<file path="src/rtl/led_message_scroller_pkg.sv">
// Shared constants and message ROM for the LED message scroller.
package led_scroller_pkg;

  localparam int unsigned MSG_LEN = 16;
  localparam int unsigned CHAR_W  = 4;
  localparam int unsigned POS_W   = 4;

  typedef logic [CHAR_W-1:0] char_t;
  typedef logic [POS_W-1:0]  pos_t;

  // Message ROM, entry i at MSG[i]; default content MSG[i] = i.
  localparam logic [MSG_LEN-1:0][CHAR_W-1:0] MSG = 64'hFEDC_BA98_7654_3210;

  // Character at window offset 'ofs' from start position 'p' (wraps mod 16).
  function automatic char_t msg_at(input pos_t p, input pos_t ofs);
    pos_t idx;
    idx = p + ofs;
    return MSG[idx];
  endfunction

endpackage

</file>
<file path="src/rtl/led_message_scroller_debouncer.sv">
// Button debouncer: 2-flop synchronizer, stability counter, rising-edge press pulse.
module button_debouncer #(
  parameter int unsigned DEBOUNCE_CYCLES = 1000000
) (
  input  logic clk,
  input  logic reset,
  input  logic i_button,
  output logic o_press
);

  localparam int unsigned CNT_W = (DEBOUNCE_CYCLES > 1) ? $clog2(DEBOUNCE_CYCLES) : 1;
  localparam logic [CNT_W-1:0] CNT_MAX = CNT_W'(DEBOUNCE_CYCLES - 1);

  logic [1:0]       r_sync;
  logic [CNT_W-1:0] r_cnt;
  logic             r_stable;
  logic             r_stable_d;
  logic             r_press;
  logic             w_btn_s;

  assign w_btn_s = r_sync[1];
  assign o_press = r_press;

  // Synchronize, count disagreeing cycles, toggle the accepted level when the count completes.
  always_ff @(posedge clk or posedge reset) begin
    if (reset) begin
      r_sync     <= 2'b00;
      r_cnt      <= '0;
      r_stable   <= 1'b0;
      r_stable_d <= 1'b0;
      r_press    <= 1'b0;
    end else begin
      r_sync     <= {r_sync[0], i_button};
      r_stable_d <= r_stable;
      r_press    <= r_stable & ~r_stable_d;
      if (w_btn_s != r_stable) begin
        if (r_cnt == CNT_MAX) begin
          r_stable <= ~r_stable;
          r_cnt    <= '0;
        end else begin
          r_cnt <= r_cnt + CNT_W'(1);
        end
      end else begin
        r_cnt <= '0;
      end
    end
  end

endmodule

</file>
<file path="src/rtl/led_message_scroller.sv">
// Four-character scrolling window over the message ROM, advanced by debounced presses.
// Optional feature macro: SCROLL_AUTO_EN adds a periodic auto-advance every AUTO_PERIOD cycles.
module led_message_scroller
  import led_scroller_pkg::*;
#(
  parameter int unsigned DEBOUNCE_CYCLES = 1000000,
  parameter int unsigned AUTO_PERIOD     = 50000000
) (
  input  logic       clk,
  input  logic       reset,
  input  logic       button,
  output logic [3:0] char3,
  output logic [3:0] char2,
  output logic [3:0] char1,
  output logic [3:0] char0,
  output logic [3:0] pos,
  output logic       update
);

  logic  w_press;
  logic  w_tick;
  logic  w_advance;
  pos_t  w_next_pos;
  pos_t  r_pos;
  char_t r_char3, r_char2, r_char1, r_char0;
  logic  r_update;

  button_debouncer #(
    .DEBOUNCE_CYCLES(DEBOUNCE_CYCLES)
  ) u_debouncer (
    .clk     (clk),
    .reset   (reset),
    .i_button(button),
    .o_press (w_press)
  );

`ifdef SCROLL_AUTO_EN
  localparam int unsigned AUTO_W = (AUTO_PERIOD > 1) ? $clog2(AUTO_PERIOD) : 1;
  localparam logic [AUTO_W-1:0] AUTO_MAX = AUTO_W'(AUTO_PERIOD - 1);

  logic [AUTO_W-1:0] r_auto_cnt;

  assign w_tick = (r_auto_cnt == AUTO_MAX);

  // Free-running auto timer; a press restarts the period.
  always_ff @(posedge clk or posedge reset) begin
    if (reset) begin
      r_auto_cnt <= '0;
    end else if (w_press || w_tick) begin
      r_auto_cnt <= '0;
    end else begin
      r_auto_cnt <= r_auto_cnt + AUTO_W'(1);
    end
  end
`else
  assign w_tick = 1'b0;
`endif

  // Press and tick together still advance by one.
  assign w_advance  = w_press | w_tick;
  assign w_next_pos = r_pos + POS_W'(1);

  // Window position, character registers and update strobe.
  always_ff @(posedge clk or posedge reset) begin
    if (reset) begin
      r_pos    <= '0;
      r_char3  <= MSG[0];
      r_char2  <= MSG[1];
      r_char1  <= MSG[2];
      r_char0  <= MSG[3];
      r_update <= 1'b0;
    end else begin
      r_update <= w_advance;
      if (w_advance) begin
        r_pos   <= w_next_pos;
        r_char3 <= msg_at(w_next_pos, POS_W'(0));
        r_char2 <= msg_at(w_next_pos, POS_W'(1));
        r_char1 <= msg_at(w_next_pos, POS_W'(2));
        r_char0 <= msg_at(w_next_pos, POS_W'(3));
      end
    end
  end

  assign pos    = r_pos;
  assign char3  = r_char3;
  assign char2  = r_char2;
  assign char1  = r_char1;
  assign char0  = r_char0;
  assign update = r_update;

endmodule

</file>
<file path="config.mk">
export PLATFORM = sky130hd
export DESIGN_NAME = led_message_scroller
export DESIGN_NICKNAME = d
export VERILOG_FILES = /design/src/rtl/led_message_scroller_pkg.sv /design/src/rtl/led_message_scroller_debouncer.sv /design/src/rtl/led_message_scroller.sv
export SDC_FILE = /design/constraint.sdc
export NUM_CORES = 1
export LEC_CHECK = 0
export ABC_AREA = 1
export CORE_ASPECT_RATIO = 1.5
export CORE_MARGIN = 4
export CORE_UTILIZATION = 55
export CTS_CLUSTER_SIZE = 40
export DETAILED_ROUTE_END_ITERATION = 10
export PLACE_DENSITY = 0.78
export SYNTH_ARGS = -nofsm -noshare
export SYNTH_HDL_FRONTEND = slang
export SYNTH_SLANG_ARGS = --single-unit
</file>
<file path="constraint.sdc">
create_clock -name clk -period 2.9 [get_ports clk]
set_input_delay 0.29 -clock clk [delete_from_list [all_inputs] [get_ports clk]]
set_output_delay 0.29 -clock clk [all_outputs]
set_load 0.005 [all_outputs]
</file>
==> flow_summary.ini <==
[cells_and_area]
combined_flip_flop_and_latch_cell_area_mm2 = 0.001005
layout-drive-gt1-share_pct = 12.50
num-nets-final = 279
final_cell_count_without_fillers = 315
finalInstanceArea_mm2 = 0.002450
multiInputGateArea_um2 = 944.7
final.fill_count = 296
antenna_cells_inserted = 0
area.growth.synth_to_final_pct = 16.55

[global_route]
met2_usage_pct = 34.59
antenna_found_initial = 0
grt_remaining_overflow = 0
grt_max_degree = 41
global_routing_usage_on_met1_pct = 21.16
grt_pass1_wl_mm = 7.479
grt_usage_pct = 19.44
grt_most_used_layer = met2
met3_usage_pct = 4.334
number_of_global_route_vias_before_repair = 1710

[yosys]
synth.cell_area_mm2 = 0.002102
synthCells = 248
net_count_synth = 256
synth_enable_flop_cells = 0
post_synth_most_frequent_cells = 54 x nand2_1, 40 x nor2_1, 37 x dfrtp_1, 23 x inv_1, 17 x nand3_1
post_synth_num_cell_types = 27
ys_ff_latch = 40
post-synth-top-count-cell = nand2_1
yosys.area.top_type = dfrtp_1
async_reset_ff_share_pct = 100.0
synth_top_cell_area_share_pct = 44.05
syn_avg_cell_area_um2 = 8.476
yosys_warnings = 0
synth-main-ff-cell = dfrtp_1
ys_seq_area_share_pct = 47.80
yosys-top-cells-area = dfrtp_1 44%, nand2_1 9.6%, nor2_1 7.1%, xor2_1 4.6%, inv_1 4.1%

[clock_tree]
cts_tree = yes
max-clock-path-buffers = 2
cts_hold_repair.buffers = 0
cts-buffers-inserted = 5
root_buffer = clkbuf_8
post_cts_resize_count = 0
worst_skew_pair.late_latency_ps = 290
total_number_of_h_tree_levels = 2
clkSinkCount = 40
post-cts-setup-buffer-count = 0
clk_pin_slew_ps = 80

[route]
via_count = 1648
drc = 0
totalWireLength_mm = 4.091
vias_per_cell = 5.232
post_drt_wl_per_cell_um = 12.99
final_antenna_net_count = 0
drt_first_pass_iters = 4
initial_drc_count = 66

[placed_design]
port_buffers = 23
detailedPlacementHpwl_mm = 3.036
dpl-instance-area_mm2 = 0.002342
place.detailed.instances = 307
place.gp.congestion = 0.9823

[timing]
rsz0062_at_grt = false
final-setup-viol-count = 0
finalHoldViolations = 0
final_clock_period_utilization_by_the_worst_path_pct = 65.16
timing.setup.tns_ps = 0
relSlewSlack_pct = 67.42
post-route-min-period_ps = 1890
finalMaxSlewViolations = 0
final.hold.worst_slack_ps = 351.1
worstMarginPinSlew_ps = 488.8
worst_clock_skew_ps = 6.112
timing_limited_maximum_frequency_mhz = 529.2

[setup_path]
critical_path_endpoint_category = flip-flop
critical_path.slowest_cell = dfrtp_1
critical_path_peak_fanout = 10
cp_cell_sequence = ha_1 > xor2_1 > ha_1 > inv_1 > nor2_1 > nand2_1 > nand3_1 > nand2_1
path_type_of_the_worst_setup_path = flip-flop to flip-flop
timing.critical_path.arrival_ps = 2070
timing.critical_path.slowest_cell_delay_ps = 540
setup.worst_path.start_class = flip-flop
cp_data_required_time_ps = 3080

[floorplanning]
ios = 24
die_h_um = 83.72
core_area_mm2 = 0.003682
chip_width_um = 58.48
placementRows = 27
initial_utilization_pct = 57.08
fp.dieArea_mm2 = 0.004895

[pwr]
total_leakage_power_nw = 1.124
ir_drop_mv = 0.3209
total_power_mw = 1.040
power.density_cell_area_mw_per_mm2 = 424.4

[flow_run]
maxCapViolations = 0

[status]
result_of_the_run = completed

[min_path]
worstHoldPathType = flip-flop to flip-flop
worst max-delay path, delay by kind of cell (launching register included):
family | cells | cell delay (ps)
XOR/XNOR | 1 | 370
adder cells (fa/ha/maj) | 2 | 480
buffers and inverters | 1 | 90
flip-flops | 1 | 540
AND/OR/NAND/NOR | 4 | 320
worst paths after layout:
path	startpoint	end	slack [ps]	depth (start not counted)
worst max-delay path	char1[0]$_DFFE_PP0P_	char2[3]$_DFFE_PP0P_	1010	8
worst min-delay path	u_debouncer.r_sync[0]$_DFF_PP0_	u_debouncer.r_sync[1]$_DFF_PP0_	350	0
worst max register to register	char1[0]$_DFFE_PP0P_	char2[3]$_DFFE_PP0P_	1010	8
worst min register to register	u_debouncer.r_sync[0]$_DFF_PP0_	u_debouncer.r_sync[1]$_DFF_PP0_	350	0
max in group asynchronous	reset	char0[1]$_DFFE_PP1P_	2120	3
min in group asynchronous	reset	pos[2]$_DFFE_PP0P_	430	3
metal layers:
layer	up-vias	routed length [um]
met5	-	0
met4	0	125
met3	13	191
met2	49	2205
met1	775	1569
li1	811	-
state kept, by name, summed over array words and instances (netlist names):
signal / flops
u_debouncer.r_cnt: 20
u_debouncer.r_stable: 1
update: 1
u_debouncer.o_press: 1
pos: 3
char1: 4
char0: 3
char2: 4
u_debouncer.r_sync: 2
u_debouncer.r_stable_d: 1
report_power, final:
part	internal, mW	leakage [nW]	switching [mW]
Sequential	0.562	0.541	0.00386
Clock	0.255	0.0552	0.188
Combinational	0.00925	0.527	0.0206
Total	0.827	1.12	0.213
cell families after synthesis:
family,synth area share (%)
and+or+nand+nor,30.95
DFF,47.80
buffers and inverters,7.262
AOI/OAI and AO/OA,4.345
xor gates and xnor gates,6.666
adders and majority gates,2.976
cells in the final DEF, fill, tap and decap left out, drive strengths merged:
master	netlist	final
nand4	4	4
nand2	61	61
o21a	1	1
bufinv	0	1
o21ai	12	12
a21oi	4	4
inv	25	25
buf	8	2
clkinv	0	1
nor2	48	48
ha	5	5
and2	1	1
clkbuf	1	6
nor3	1	1
clkdlybuf4s50	0	23
xnor2	5	5
dfstp	3	3
nand3	21	21
dfrtp	37	37
xor2	11	11
final cells by class:
class	count	share of cell area [%]
multi-input combinational	174	38.56
clock buffer	6	2.962
sequential	40	41.01
inverter	25	3.830
clock inverter	2	1.430
tap	43	2.196
timing repair buffer	25	10.01
through the flow:
step           setup WS (ps)  util (%)
5_1_grt                843.2     66.53
2_1_floorplan           1298         -
6_report                1010     66.53
4_1_cts                 1059     66.53
3_5_place_dp            1079     63.61
3_3_place_gp            1215     63.61
Note: power is estimated with default switching activity, not from simulation.
==> RTL edit 1: new RTL, same settings <==
Build with the macro `SCROLL_AUTO_EN` defined.
--- a/src/rtl/led_message_scroller.sv
+++ b/src/rtl/led_message_scroller.sv
@@ -1,5 +1,7 @@
 // Four-character scrolling window over the message ROM, advanced by debounced presses.
 // Optional feature macro: SCROLL_AUTO_EN adds a periodic auto-advance every AUTO_PERIOD cycles.
+`define SCROLL_AUTO_EN
+
 module led_message_scroller
   import led_scroller_pkg::*;
 #(
Check against the original RTL: no difference found for any inputs over 10 cycles, from zero or initial values and one cycle with reset high; that may be too few to reach the edited logic, so the function may still have changed.
==> RTL edit 1 against the original RTL <==
Final area grew 64%; clock power grew 81%; setup slack lost 0.41 ns; largest cell class unchanged; power grew 70%; routed wire length grew 88%; area after synthesis grew 69%; die area grew 60%; sequential cell count grew 26.
==> RTL edit 1: results (changes against the original RTL) <==
Status
  • Status: complete, no violations (unchanged)

Synthesis
  • Mapped cell area: 0.003562 mm^2 (was 0.002102 mm^2)
  • Synth area leaders: dfrtp_1, nand2_1, nor2_1 (unchanged)
  • Avg Cell Area, Syn: 7.360 um^2 (was 8.476 um^2)
  • Synth top cells by count: nand2_1, nor2_1, dfrtp_1 (unchanged)

Setup path
  • R2R setup slack: 0.60 ns (was 1.01 ns)
  • CP Max Fanout: 39 (was 10)
  • Worst Setup EP: r_auto_cnt[12] (was char2[3])

Final layout
  • Final non-filler cell total: 585 (was 315)
  • Final non-clock buffer share: 0.06234 (was 0.1001)
  • Clk tree area frac: 0.05175 (was 0.04392)
  • Layout clock buffer count: 14 (was 6)
  • Multi-input gate share of total cell area: 0.4055 (was 0.3856)
  • Seq. cell area: 0.001655 mm^2 (was 0.001005 mm^2)
  • Non-clk bufs: 24 (was 25)

Global route
  • Largest net degree at the start of global routing: 67 (was 41)
  • Met3 usage: 0.04447 (was 0.04334)

Place
  • Placed wire-length estimate: 5446 um (was 3036 um)

Timing
  • Hold slack: 0.3368 ns (was 0.3511 ns)
  • Post-Route Skew: 0.008745 ns (was 0.006112 ns)

Clocking
  • Clock buffer count from CTS: 9 (was 5)
  • CTS H-tree lvls: 3 (was 2)

Route
  • WL/cell: 13.11 um (was 12.99 um)

Pwr
  • Lkg Pwr: 0.001880 uW (was 0.001124 uW)
  • Max VDD drop: 0.3554 mV (was 0.3209 mV)
-- RTL edit 1: power by group --
part / total [uW] / internal (uW) / switching (uW)
Combinational: 37.9 / 10.1 / 27.8
Sequential: 929 / 925 / 3.73
Clock: 802 / 467 / 335
Total: 1770 / 1400 / 366
-- RTL edit 1: critical path, stage by stage (launching register included) --
cell     delay, ns
dfrtp_1       0.43
ha_1          0.24
nand2_1       0.11
nor2_2        0.18
nand2_1       0.09
nor2_1        0.13
nand2_2       0.20
nand2_2       0.62
nor2_1        0.13
-- RTL edit 1: kinds of logic (layout without fill, tap and decap cells) --
| group | after synthesis | after routing | share of synthesized area |
|---|---|---|---|
| AO/OA/AOI/OAI | 10 | 10 | 0.01545 |
| XOR/XNOR | 28 | 28 | 0.06884 |
| adder cells (fa/ha/maj) | 5 | 5 | 0.01756 |
| buffers and inverters | 61 | 88 | 0.07832 |
| flip-flops | 66 | 66 | 0.4647 |
| AND/OR/NAND/NOR | 314 | 314 | 0.3551 |
==> RTL edit 2: new RTL, config.mk and constraints unchanged <==
Made on the original files. Put one more register stage on the output `char2`, with the module's reset. The value now appears one clock later. The other outputs are not delayed to match.
--- a/src/rtl/led_message_scroller.sv
+++ b/src/rtl/led_message_scroller.sv
@@ -83,7 +83,13 @@
 
   assign pos    = r_pos;
   assign char3  = r_char3;
-  assign char2  = r_char2;
+  always_ff @(posedge clk or posedge reset) begin
+    if (reset) begin
+      char2 <= '0;
+    end else begin
+      char2 <= r_char2;
+    end
+  end
   assign char1  = r_char1;
   assign char0  = r_char0;
   assign update = r_update;
Check against the original RTL: not equivalent (a bounded check fails within 4 cycles, from zero or initial values and one cycle with reset high).
==> RTL edit 2 against the original RTL <==
Sequential cell count is 4 higher; die area increased by 3.7%; power rose by 24%; sequential power increased by 9.7%; routed wire length up 8.2%; final area increased by 5.6%; setup slack improved by 0.055 ns; area after synthesis up 4.2%; highest routed layer unchanged.
==> RTL edit 2: results (changes against the original RTL) <==
Route
  • WL/cell: 14.01 um (was 12.99 um)
  • Via/cell ratio: 5.250 (was 5.232)
  • DR iter-0 viols: 48 (was 66)

Pwr
  • Lkg Pwr: 0.001143 uW (was 0.001124 uW)
  • Max VDD drop: 0.5176 mV (was 0.3209 mV)
  • Pint: 1056 uW (was 827.0 uW)

Place
  • Area post-placement: 0.002429 mm^2 (was 0.002342 mm^2)
  • Gpl congestion: 0.8576 (was 0.9823)
  • Placed Cells: 308 (was 307)
  • Post-place setup slack: 1.114 ns (was 1.079 ns)
  • Placed wire-length estimate: 3151 um (was 3036 um)

Timing
  • Hold slack: 0.3670 ns (was 0.3511 ns)
  • Worst relative slew slack: 0.4140 (was 0.6742)
  • Post-Route Skew: 0.01059 ns (was 0.006112 ns)
  • Fin crit period: 1.834 ns (was 1.890 ns)

Synthesis
  • Synth area leaders: dfrtp_1, nand2_1, nor2_1 (unchanged)
  • Post-synthesis cell type count: 29 (was 27)
  • Post-synthesis sequential area ratio: 0.5046 (was 0.4780)
  • Synth top cells by count: nand2_1, dfrtp_1, nor2_1 (was nand2_1, nor2_1, dfrtp_1)
  • Syn nets: 257 (was 256)
  • Synth Area in Adders: 0.02857 (was 0.02976)

Final layout
  • Share of layout cells above drive strength 1: 0.1245 (was 0.1250)
  • Final non-filler cell total: 316 (was 315)
  • Nets@finish: 280 (was 279)

Global route
  • Tot GR Track Use: 0.1972 (was 0.1944)
  • Vias in the first global route: 1781 (was 1710)

Min path
  • Worst hold path class: input pin to asynchronous set/reset pin (was register to register)

Status
  • Status: complete, no violations (unchanged)

Setup path
  • Worst endpoint data arrival time: 2.01 ns (was 2.07 ns)

Floorplan
  • Die Span X: 59.52 um (was 58.48 um)
RTL edit 2: cell types whose count changed after synthesis, sizes merged, moves of 2 or more:
cell	delta
dfrtp	+4
xnor2	-4
inv	-3
buf	-2
nand2	-2
nand3	+2
xor2	+2
RTL edit 2: power groups by stage:
stage | clock network (uW) | registers [uW] | logic [uW]
6_report | 643 | 621 | 29.0
5_1_grt | 676 | 622 | 33.6
4_1_cts | 652 | 621 | 30.5
3_5_place_dp | 0 | 633 | 30.2
3_3_place_gp | 0 | 633 | 29.6
2_1_floorplan | 0 | 633 | 19.9
RTL edit 2: worst paths after layout:
path / from / endpoint / depth (start not counted)
setup / recovery: char1[0] / char1[3] / 8
hold / removal: reset / u_debouncer.r_cnt[11] / 2
setup reg to reg: char1[0] / char1[3] / 8
hold reg to reg: u_debouncer.r_sync[0] / u_debouncer.r_sync[1] / 0
max in group asynchronous: reset / char0[1] / 3
min in group clk: u_debouncer.r_sync[0] / u_debouncer.r_sync[1] / 0
RTL edit 2: cell type report:
cell class	instances	area [um^2]
well taps	43	53.80
multi-input cells	175	949.7
flip-flops and latches	44	1105
repair buffers	24	237.7
fillers	275	1162
clock buffers	5	68.82
inverters	22	82.58
clock inverters	3	90.09
RTL edit 2: worst max-delay path: stages, from the launching register on:
cell,delay (ns)
dfrtp_1,0.53
inv_1,0.14
ha_1,0.35
inv_1,0.09
ha_1,0.21
inv_1,0.13
o21ai_0,0.10
nand2_1,0.08
o21ai_0,0.08
RTL edit 2: metal layers:
layer / track usage / up-vias / share of wire
li1: - / 828 / -
met1: 0.2156 / 785 / 0.40
met2: 0.3512 / 36 / 0.54
met3: 0.04414 / 10 / 0.033
met4: 0.08669 / 0 / 0.028
met5: 0 / - / 0
